File: config.mk
export PLATFORM = sky130hd
export DESIGN_NAME = apb_master_flat
export DESIGN_NICKNAME = d
export VERILOG_FILES = /design/src/rtl/apb_master_if.sv /design/src/rtl/apb_master.sv /design/src/flat_wrapper.sv
export SDC_FILE = /design/constraint.sdc
export NUM_CORES = 1
export LEC_CHECK = 0
export CORE_ASPECT_RATIO = 0.5
export CORE_MARGIN = 10
export CORE_UTILIZATION = 44
export DETAILED_ROUTE_END_ITERATION = 6
export GPL_TIMING_DRIVEN = 0
export PLACE_DENSITY = 0.95
export SLEW_MARGIN = 10
export SYNTH_ARGS = -nofsm -noshare
export SYNTH_HDL_FRONTEND = slang
export SYNTH_SLANG_ARGS = --single-unit
File: constraint.sdc
create_clock -name pclk -period 3 [get_ports pclk]
set_input_delay 0.3 -clock pclk [delete_from_list [all_inputs] [get_ports pclk]]
set_output_delay 0.3 -clock pclk [all_outputs]
set_load 0.01 [all_outputs]
File: src/rtl/apb_master_if.sv
// apb_master_if: command/response and APB bus bundle for apb_master.
//   cmd_*  : valid/ready command port (requester -> master)
//   rsp_*  : one-cycle completion strobe with read data and status
//   p*     : APB requester signals toward the completer
// modport master : the apb_master view
// modport slave  : the requester + APB completer view
interface apb_master_if #(
    parameter int unsigned ADDR_W = 32,
    parameter int unsigned DATA_W = 32
);
    logic              cmd_valid;
    logic              cmd_ready;
    logic              cmd_write;
    logic [ADDR_W-1:0] cmd_addr;
    logic [DATA_W-1:0] cmd_wdata;

    logic              rsp_valid;
    logic [DATA_W-1:0] rsp_rdata;
    logic              rsp_slverr;
    logic              rsp_timeout;

    logic              psel;
    logic              penable;
    logic              pwrite;
    logic [ADDR_W-1:0] paddr;
    logic [DATA_W-1:0] pwdata;
    logic              pready;
    logic [DATA_W-1:0] prdata;
    logic              pslverr;

    modport master (
        input  cmd_valid, cmd_write, cmd_addr, cmd_wdata,
        output cmd_ready,
        output rsp_valid, rsp_rdata, rsp_slverr, rsp_timeout,
        output psel, penable, pwrite, paddr, pwdata,
        input  pready, prdata, pslverr
    );

    modport slave (
        output cmd_valid, cmd_write, cmd_addr, cmd_wdata,
        input  cmd_ready,
        input  rsp_valid, rsp_rdata, rsp_slverr, rsp_timeout,
        input  psel, penable, pwrite, paddr, pwdata,
        output pready, prdata, pslverr
    );
endinterface

File: src/rtl/apb_master.sv
// apb_master: single-outstanding APB requester.
// Accepts one command on bus.cmd_*, runs SETUP -> ACCESS, waits on pready,
// and reports read data / error on a one-cycle bus.rsp_valid strobe.
// Ports:
//   pclk     : bus clock, rising edge
//   presetn  : asynchronous active-low reset
//   bus      : apb_master_if.master (command, response and APB signals)
// Optional feature: define APB_MASTER_TIMEOUT_EN to abort an ACCESS phase
// after TIMEOUT cycles of pready=0 (rsp_slverr=1, rsp_timeout=1).
module apb_master #(
    parameter int unsigned ADDR_W  = 32,
    parameter int unsigned DATA_W  = 32,
    parameter int unsigned TIMEOUT = 16
) (
    input  logic         pclk,
    input  logic         presetn,
    apb_master_if.master bus
);

    typedef enum logic [1:0] {
        IDLE   = 2'd0,
        SETUP  = 2'd1,
        ACCESS = 2'd2
    } state_t;

    state_t            r_state;
    logic              r_psel;
    logic              r_penable;
    logic              r_pwrite;
    logic [ADDR_W-1:0] r_paddr;
    logic [DATA_W-1:0] r_pwdata;
    logic              r_rsp_valid;
    logic [DATA_W-1:0] r_rsp_rdata;
    logic              r_rsp_slverr;
    logic              r_rsp_timeout;

`ifdef APB_MASTER_TIMEOUT_EN
    // Counts completed pready=0 ACCESS cycles; expiry on the TIMEOUT-th one.
    localparam int unsigned CNT_W = (TIMEOUT > 1) ? $clog2(TIMEOUT) : 1;
    logic [CNT_W-1:0] r_cnt;
    logic             w_expire;
    assign w_expire = (r_cnt == CNT_W'(TIMEOUT - 1));
`endif

    // Transfer sequencing and all registered outputs
    always_ff @(posedge pclk or negedge presetn) begin
        if (!presetn) begin
            r_state       <= IDLE;
            r_psel        <= 1'b0;
            r_penable     <= 1'b0;
            r_pwrite      <= 1'b0;
            r_paddr       <= '0;
            r_pwdata      <= '0;
            r_rsp_valid   <= 1'b0;
            r_rsp_rdata   <= '0;
            r_rsp_slverr  <= 1'b0;
            r_rsp_timeout <= 1'b0;
`ifdef APB_MASTER_TIMEOUT_EN
            r_cnt         <= '0;
`endif
        end else begin
            r_rsp_valid <= 1'b0;
            case (r_state)
                IDLE: begin
                    if (bus.cmd_valid) begin
                        r_pwrite <= bus.cmd_write;
                        r_paddr  <= bus.cmd_addr;
                        r_pwdata <= bus.cmd_wdata;
                        r_psel   <= 1'b1;
                        r_state  <= SETUP;
                    end
                end
                SETUP: begin
                    r_penable <= 1'b1;
                    r_state   <= ACCESS;
`ifdef APB_MASTER_TIMEOUT_EN
                    r_cnt     <= '0;
`endif
                end
                ACCESS: begin
                    // pready on the expiry edge still completes normally
                    if (bus.pready) begin
                        r_psel        <= 1'b0;
                        r_penable     <= 1'b0;
                        r_rsp_valid   <= 1'b1;
                        r_rsp_slverr  <= bus.pslverr;
                        r_rsp_rdata   <= r_pwrite ? '0 : bus.prdata;
                        r_rsp_timeout <= 1'b0;
                        r_state       <= IDLE;
                    end
`ifdef APB_MASTER_TIMEOUT_EN
                    else if (w_expire) begin
                        r_psel        <= 1'b0;
                        r_penable     <= 1'b0;
                        r_rsp_valid   <= 1'b1;
                        r_rsp_slverr  <= 1'b1;
                        r_rsp_rdata   <= '0;
                        r_rsp_timeout <= 1'b1;
                        r_state       <= IDLE;
                    end else begin
                        r_cnt <= r_cnt + CNT_W'(1);
                    end
`endif
                end
                default: begin
                    r_psel    <= 1'b0;
                    r_penable <= 1'b0;
                    r_state   <= IDLE;
                end
            endcase
        end
    end

    // Ready is decoded from state so a new command can land on the response cycle
    assign bus.cmd_ready   = (r_state == IDLE);
    assign bus.psel        = r_psel;
    assign bus.penable     = r_penable;
    assign bus.pwrite      = r_pwrite;
    assign bus.paddr       = r_paddr;
    assign bus.pwdata      = r_pwdata;
    assign bus.rsp_valid   = r_rsp_valid;
    assign bus.rsp_rdata   = r_rsp_rdata;
    assign bus.rsp_slverr  = r_rsp_slverr;
    assign bus.rsp_timeout = r_rsp_timeout;

endmodule

File: src/flat_wrapper.sv
// flat-port wrapper written by rule: the top's interface ports become plain ports
module apb_master_flat 
#(
    parameter int unsigned ADDR_W  = 32,
    parameter int unsigned DATA_W  = 32,
    parameter int unsigned TIMEOUT = 16
)
  (pclk, presetn, bus_cmd_valid, bus_cmd_write, bus_cmd_addr, bus_cmd_wdata, bus_cmd_ready, bus_rsp_valid, bus_rsp_rdata, bus_rsp_slverr, bus_rsp_timeout, bus_psel, bus_penable, bus_pwrite, bus_paddr, bus_pwdata, bus_pready, bus_prdata, bus_pslverr);
  apb_master_if #(.ADDR_W(ADDR_W), .DATA_W(DATA_W)) bus_i ();
  input  logic pclk;
  input  logic presetn;
  input wire logic [$bits(bus_i.cmd_valid)-1:0] bus_cmd_valid;
  input wire logic [$bits(bus_i.cmd_write)-1:0] bus_cmd_write;
  input wire logic [$bits(bus_i.cmd_addr)-1:0] bus_cmd_addr;
  input wire logic [$bits(bus_i.cmd_wdata)-1:0] bus_cmd_wdata;
  output wire logic [$bits(bus_i.cmd_ready)-1:0] bus_cmd_ready;
  output wire logic [$bits(bus_i.rsp_valid)-1:0] bus_rsp_valid;
  output wire logic [$bits(bus_i.rsp_rdata)-1:0] bus_rsp_rdata;
  output wire logic [$bits(bus_i.rsp_slverr)-1:0] bus_rsp_slverr;
  output wire logic [$bits(bus_i.rsp_timeout)-1:0] bus_rsp_timeout;
  output wire logic [$bits(bus_i.psel)-1:0] bus_psel;
  output wire logic [$bits(bus_i.penable)-1:0] bus_penable;
  output wire logic [$bits(bus_i.pwrite)-1:0] bus_pwrite;
  output wire logic [$bits(bus_i.paddr)-1:0] bus_paddr;
  output wire logic [$bits(bus_i.pwdata)-1:0] bus_pwdata;
  input wire logic [$bits(bus_i.pready)-1:0] bus_pready;
  input wire logic [$bits(bus_i.prdata)-1:0] bus_prdata;
  input wire logic [$bits(bus_i.pslverr)-1:0] bus_pslverr;
  assign bus_i.cmd_valid = bus_cmd_valid;
  assign bus_i.cmd_write = bus_cmd_write;
  assign bus_i.cmd_addr = bus_cmd_addr;
  assign bus_i.cmd_wdata = bus_cmd_wdata;
  assign bus_cmd_ready = bus_i.cmd_ready;
  assign bus_rsp_valid = bus_i.rsp_valid;
  assign bus_rsp_rdata = bus_i.rsp_rdata;
  assign bus_rsp_slverr = bus_i.rsp_slverr;
  assign bus_rsp_timeout = bus_i.rsp_timeout;
  assign bus_psel = bus_i.psel;
  assign bus_penable = bus_i.penable;
  assign bus_pwrite = bus_i.pwrite;
  assign bus_paddr = bus_i.paddr;
  assign bus_pwdata = bus_i.pwdata;
  assign bus_i.pready = bus_pready;
  assign bus_i.prdata = bus_prdata;
  assign bus_i.pslverr = bus_pslverr;
  apb_master #(.ADDR_W(ADDR_W), .DATA_W(DATA_W), .TIMEOUT(TIMEOUT)) u_core (.pclk(pclk), .presetn(presetn), .bus(bus_i));
endmodule
==> flow_metrics.env, run 1 <==
export IMPL_synthSimpleGateAreaFrac=0.0832
export IMPL_num_vias=3022
export IMPL_final_common_cell="clkdlybuf4s50_1"
export IMPL_path_cells="nor2_2 > clkdlybuf4s50_1"
export IMPL_cts_resized=0
export IMPL_fillers=636
export IMPL_ys_seq_area_frac=0.617
export IMPL_gp_congestion=0.779
export IMPL_cts_root_buf="clkbuf_16"
export IMPL_min_period_ps=1780
export IMPL_worstSetupStartpoint="u_core.r_state[0]"
export IMPL_final_max_slew_viol_count=0
export IMPL_crit_type="reg2out"
export IMPL_crit_path_end_kind="output pin"
export IMPL_fp_dieArea_um2=14000
export IMPL_final_cells=636
export IMPL_cts_buffers=9
export IMPL_port_buffers=203
export IMPL_cts_tree="yes"
export IMPL_synthArstFlopShare=1.00
export IMPL_grt_max_degree=62
export IMPL_ys_ff_latch=103
export IMPL_initial_core_util=0.447
export IMPL_clk_pin_slew_ps=60
export IMPL_syn_cell_area_um2=4180
export IMPL_synth_top_family_by_area="multiplexers"
export IMPL_fmax_ghz=0.562
export IMPL_critPathBufInv=1
export IMPL_power_per_cell_area_nw_per_um2=993
export IMPL_slowest_stage="clkdlybuf4s50_1"
export IMPL_synth_fa_ha_area_frac=0
export IMPL_holdWs_ps=454
export IMPL_synthMuxAreaShare=0.213
export IMPL_diodes=0
export IMPL_grt_pass1_wl_um=19300
export IMPL_period_share=0.593
export IMPL_crit_arrival_ps=1480
export IMPL_row_count=25
export IMPL_worstReg2RegStart="u_core.r_state[0]"
export IMPL_h_tree_depth=3
export IMPL_synthCells=296
export IMPL_multi_input_area_um2=1440
export IMPL_insertion_delay_ps=330
export IMPL_grt_pass1_vias=3414
export IMPL_grt_use_total=0.181
export IMPL_worstRegToRegCells=5
export IMPL_synth_edff_count=0
export IMPL_ff2ff_setup_slack_ps=1460
export IMPL_synth_compound_area_share=0.0470
export IMPL_final_seq_area_um2=2580
export IMPL_dp_cells=621
export IMPL_totalWireLength_um=12900
export IMPL_crit_required_ps=2700
export IMPL_dp_slack_ps=1270
export IMPL_vdd_drop_max_uv=421
export IMPL_grt_antenna_before_repair=0
export IMPL_setup_viol=0
export IMPL_crit_path_start_kind="flop"
export IMPL_cp_num_cells=2
export IMPL_layout_common_cells="clkdlybuf4s50_1 (202), dfrtp_1 (103), mux2_4 (39), o21ai_0 (33)"
export IMPL_maxCapViolations=0
export IMPL_hold_viol_final=0
export IMPL_endpoint="bus_cmd_ready"
export IMPL_syn_nets=398
export IMPL_outcome="complete, no violations"
export IMPL_clockBufferDepth=2
export IMPL_drtIter0Drc=95
export IMPL_ios=205
export IMPL_fp_dieW_um=158
export IMPL_cp_top_family="buffers and inverters"
export IMPL_drc=0
export IMPL_grt_ovfl_total=0
export IMPL_ant_nets=0
export IMPL_syn_avg_cell_area_um2=14.1
export IMPL_synth_distinct_cells=22
export IMPL_drt_first_pass_iters=4
export IMPL_leakagePower_uw=0.00287
export IMPL_areaGrowthSynthToFinish_pct=59.1
export IMPL_drive_gt1_frac=0.183
export IMPL_hpwlAfterDp_um=10000
export IMPL_cpPeakStageDelay_ps=560
export IMPL_clock_sinks=103
export IMPL_fin_nets=614
export IMPL_fin_skew_ps=5.68
export IMPL_ys_flop_type="dfrtp_1"
export IMPL_rsz0062_at_grt="false"
export IMPL_yosysWarnings=0
export IMPL_hp_class="in2async"
export IMPL_timing_rr_end="u_core.bus.pwdata[29]"
export IMPL_core_um2=9350
export IMPL_fin_ws_ps=1220
export IMPL_die_h_um=88.9
export IMPL_synth_xor_area_frac=0
export IMPL_wire_per_inst_um=20.3
export IMPL_crit_fanout=7
export IMPL_routed_via_density=4.75
-- stage by stage --
| stage | util | area [um2] | power (uW) | TNS [ps] |
|---|---|---|---|---|
| floorplan | - | 4180 | 3810 | 0 |
| global placement | 0.680 | 6360 | 5500 | -225560 |
| detailed placement | 0.683 | 6390 | 5620 | 0 |
| CTS | 0.711 | 6650 | 6680 | 0 |
| global route | 0.711 | 6650 | 6950 | 0 |
| finish | 0.711 | 6650 | 6600 | 0 |
-- worst min path at each step --
stage | slack, ps | cells past startpoint | to
global route | 500 | 2 | u_core.bus.paddr[9]
floorplan | 4 | 0 | u_core.bus.paddr[0]
detailed placement | 250 | 1 | u_core.bus.paddr[9]
CTS | 470 | 2 | u_core.bus.paddr[9]
global placement | 460 | 2 | u_core.bus.rsp_rdata[11]
finish | 450 | 2 | u_core.bus.paddr[9]
-- cell type report --
| class | instances | share of cell area |
|---|---|---|
| timing repair buffer | 205 | 0.312 |
| clock inverter | 2 | 0.00151 |
| clock buffer | 12 | 0.0356 |
| buffer | 18 | 0.0230 |
| multi-input combinational | 172 | 0.216 |
| inverter | 3 | 0.00169 |
| sequential | 103 | 0.388 |
| tap | 121 | 0.0228 |
-- repair_timing --
action	4_1_cts	5_1_grt
hold buffers	1	0
endpoints found under the hold margin	42	0
setup buffers	0	0
-- report_power, final --
group / total, uW / switching (uW) / internal (uW)
combinational: 3190 / 1210 / 1980
sequential: 2390 / 372 / 2020
clock: 1020 / 470 / 552
-- sequential cells by signal, summed over array words and instances, names as in the netlist --
name	flops
u_core.bus.psel	1
u_core.bus.pwrite	1
u_core.bus.rsp_rdata	32
u_core.r_state	2
u_core.bus.rsp_valid	1
u_core.bus.penable	1
u_core.bus.rsp_slverr	1
u_core.bus.paddr	32
u_core.bus.pwdata	32
-- cell families (layout without fill, tap and decap cells) --
kind of cell / Yosys count / in the layout
buf+inv: 21 / 240
simple gates: 68 / 68
flops: 103 / 103
compound gates: 37 / 37
other cells: 1 / 1
mux: 66 / 66
-- Yosys cell counts (3+ instances only) --
cell type	number	area, um2
nand2b_1	32	200
mux2_4	39	586
dfrtp_1	103	2580
o21ai_0	33	165
mux2_2	27	304
buf_12	4	80.1
inv_1	3	11.3
buf_2	7	35.0
clkbuf_1	4	15.0
nand2_1	32	120
-- per-layer routing --
metal	GRT usage	part of all wire	vias to the layer above
li1	-	-	1425
met1	0.179	0.35	1512
met2	0.369	0.59	64
met3	0.0389	0.031	21
met4	0.0649	0.027	0
met5	0	0	-
(Power assumes the default switching activity.)
==> run 2, diff against run 1 <==
Settings changed: CORE_UTILIZATION 44 to 40, PLACE_DENSITY 0.95 to 0.89.
Clock period 3 ns to 1.8 ns, I/O delays scaled along.
==> flow_metrics.env, run 2 (synthesis results as in run 1) <==
export IMPL_vdd_drop_max_uv=716
export IMPL_final_max_slew_viol_count=0
export IMPL_fmax_ghz=0.594
export IMPL_hold_viol_final=0
export IMPL_place_area_um2=6410
export IMPL_switching_share=0.312
export IMPL_layout_common_cells="clkdlybuf4s50_1 (202), dfrtp_1 (103), mux2_4 (39), o21ai_0 (33)"
export IMPL_cts_root_buf="clkbuf_16"
export IMPL_crit_path_end_kind="output pin"
export IMPL_ios=205
export IMPL_power_frac_comb=0.478
export IMPL_setup_tns_ps=0
export IMPL_gp_congestion=0.793
export IMPL_dp_slack_ps=189
export IMPL_grt_antenna_before_repair=0
export IMPL_diodes=0
export IMPL_p_sw_uw=3440
export IMPL_critPathBufInv=1
export IMPL_drive_gt1_frac=0.191
export IMPL_crit_fanout=7
export IMPL_h_tree_depth=3
export IMPL_crit_path_start_kind="flop"
export IMPL_cpPeakStageDelay_ps=570
export IMPL_leakagePower_uw=0.00287
export IMPL_seqPwrFrac=0.358
export IMPL_clk_pin_slew_ps=70
export IMPL_maxCapViolations=0
export IMPL_initial_core_util=0.410
export IMPL_design_area_um2=6700
export IMPL_total_power_uw=11000
export IMPL_fp_dieW_um=165
export IMPL_grt_pass1_wl_um=19100
export IMPL_clockBufferDepth=2
export IMPL_fin_nets=614
export IMPL_cts_resized=0
export IMPL_hp_class="in2async"
export IMPL_slowest_stage="clkdlybuf4s50_1"
export IMPL_grt_max_degree=71
export IMPL_cts_tree="yes"
export IMPL_num_vias=3009
export IMPL_die_h_um=92.3
export IMPL_routed_via_density=4.58
export IMPL_hpwlAfterDp_um=9880
export IMPL_totalWireLength_um=12500
export IMPL_port_buffers=203
export IMPL_drc=0
export IMPL_crit_type="reg2out"
export IMPL_insertion_delay_ps=340
export IMPL_fin_ws_ps=118
export IMPL_drtIter0Drc=111
export IMPL_outcome="complete, no violations"
export IMPL_core_um2=10200
export IMPL_grt_use_total=0.163
export IMPL_path_cells="nor2_2 > clkdlybuf4s50_1"
export IMPL_row_count=26
export IMPL_crit_arrival_ps=1500
export IMPL_drt_first_pass_iters=4
export IMPL_cp_top_family="buffers and inverters"
export IMPL_rsz0062_at_grt="false"
export IMPL_power_per_cell_area_nw_per_um2=1650
export IMPL_cts_buffers=9
export IMPL_cts_setup_buffers=0
export IMPL_wire_per_inst_um=19.0
export IMPL_areaGrowthSynthToFinish_pct=60.3
export IMPL_fp_dieArea_um2=15200
export IMPL_crit_required_ps=1620
export IMPL_clock_sinks=103
export IMPL_p_int_uw=7600
export IMPL_ant_nets=0
export IMPL_grt_ovfl_total=0
export IMPL_setup_viol=0
export IMPL_final_common_cell="clkdlybuf4s50_1"
export IMPL_grt_pass1_vias=3168
export IMPL_min_period_ps=1680
export IMPL_period_share=0.935
export IMPL_fin_skew_ps=8.22
export IMPL_power_frac_clock=0.163
## run 2: cell types whose count changed in the layout (fill, tap and decap cells not counted)
| cell | delta |
|---|---|
| clkbuf_1 | -3 |
| clkinv_4 | +2 |
| clkinvlp_4 | +3 |
## run 2: final timing paths
path                       slack (ps)                        to               start  depth (start not counted)
max in group asynchronous         840   u_core.bus.rsp_rdata[5]             presetn                          3
min                               310      u_core.bus.paddr[21]             presetn                          2
max                               120             bus_cmd_ready   u_core.r_state[0]                          2
max reg2reg                       270     u_core.bus.pwdata[23]   u_core.r_state[0]                          5
min reg2reg                       480        u_core.bus.penable  u_core.bus.penable                          1
min in group pclk                 410  u_core.bus.rsp_rdata[12]      bus_prdata[12]                          3
## run 2: metal layers
layer	track usage	routed length, um	vias up
met1	0.166	4460	1517
li1	-	-	1421
met4	0.0455	195	0
met5	0	0	-
met3	0.0326	426	15
met2	0.326	7420	56
## run 2: layout make-up
class	count	area (um2)
plain buffers	18	153
clock buffers	9	225
clock inverters	7	50.0
fillers	760	3480
inverters	3	11.3
multi-input cells	172	1440
flip-flops and latches	103	2580
well taps	140	175
repair buffers	205	2070
## run 2: through the flow
step | utilization | instances | hold slack, ps
3_3_place_gp | 0.627 | 639 | 463
5_1_grt | 0.658 | 657 | 333
2_1_floorplan | - | 296 | -116
3_5_place_dp | 0.630 | 640 | 94.0
4_1_cts | 0.658 | 657 | 297
6_report | 0.658 | 657 | 311
## run 2: what timing repair did
item	in CTS	in global routing
endpoints found under the setup margin	0	0
hold buffers	1	0
hold endpoints to repair	33	0
## run 2: power groups by stage
stage / logic, uW / registers (uW) / clock network [uW]
after floorplan: 1930 / 4430 / 0
after global placement: 5260 / 3920 / 0
after detailed placement: 5370 / 3990 / 0
after CTS: 5390 / 3970 / 1860
after global routing: 5590 / 4100 / 1950
final: 5280 / 3960 / 1800
## run 2: worst register-to-register path: cells and delay by family, from the launching register on
kind                   cells  cell delay (ps)
multiplexers               1              310
AND/OR/NAND/NOR            2              310
flip-flops                 1              450
buffers and inverters      2              350
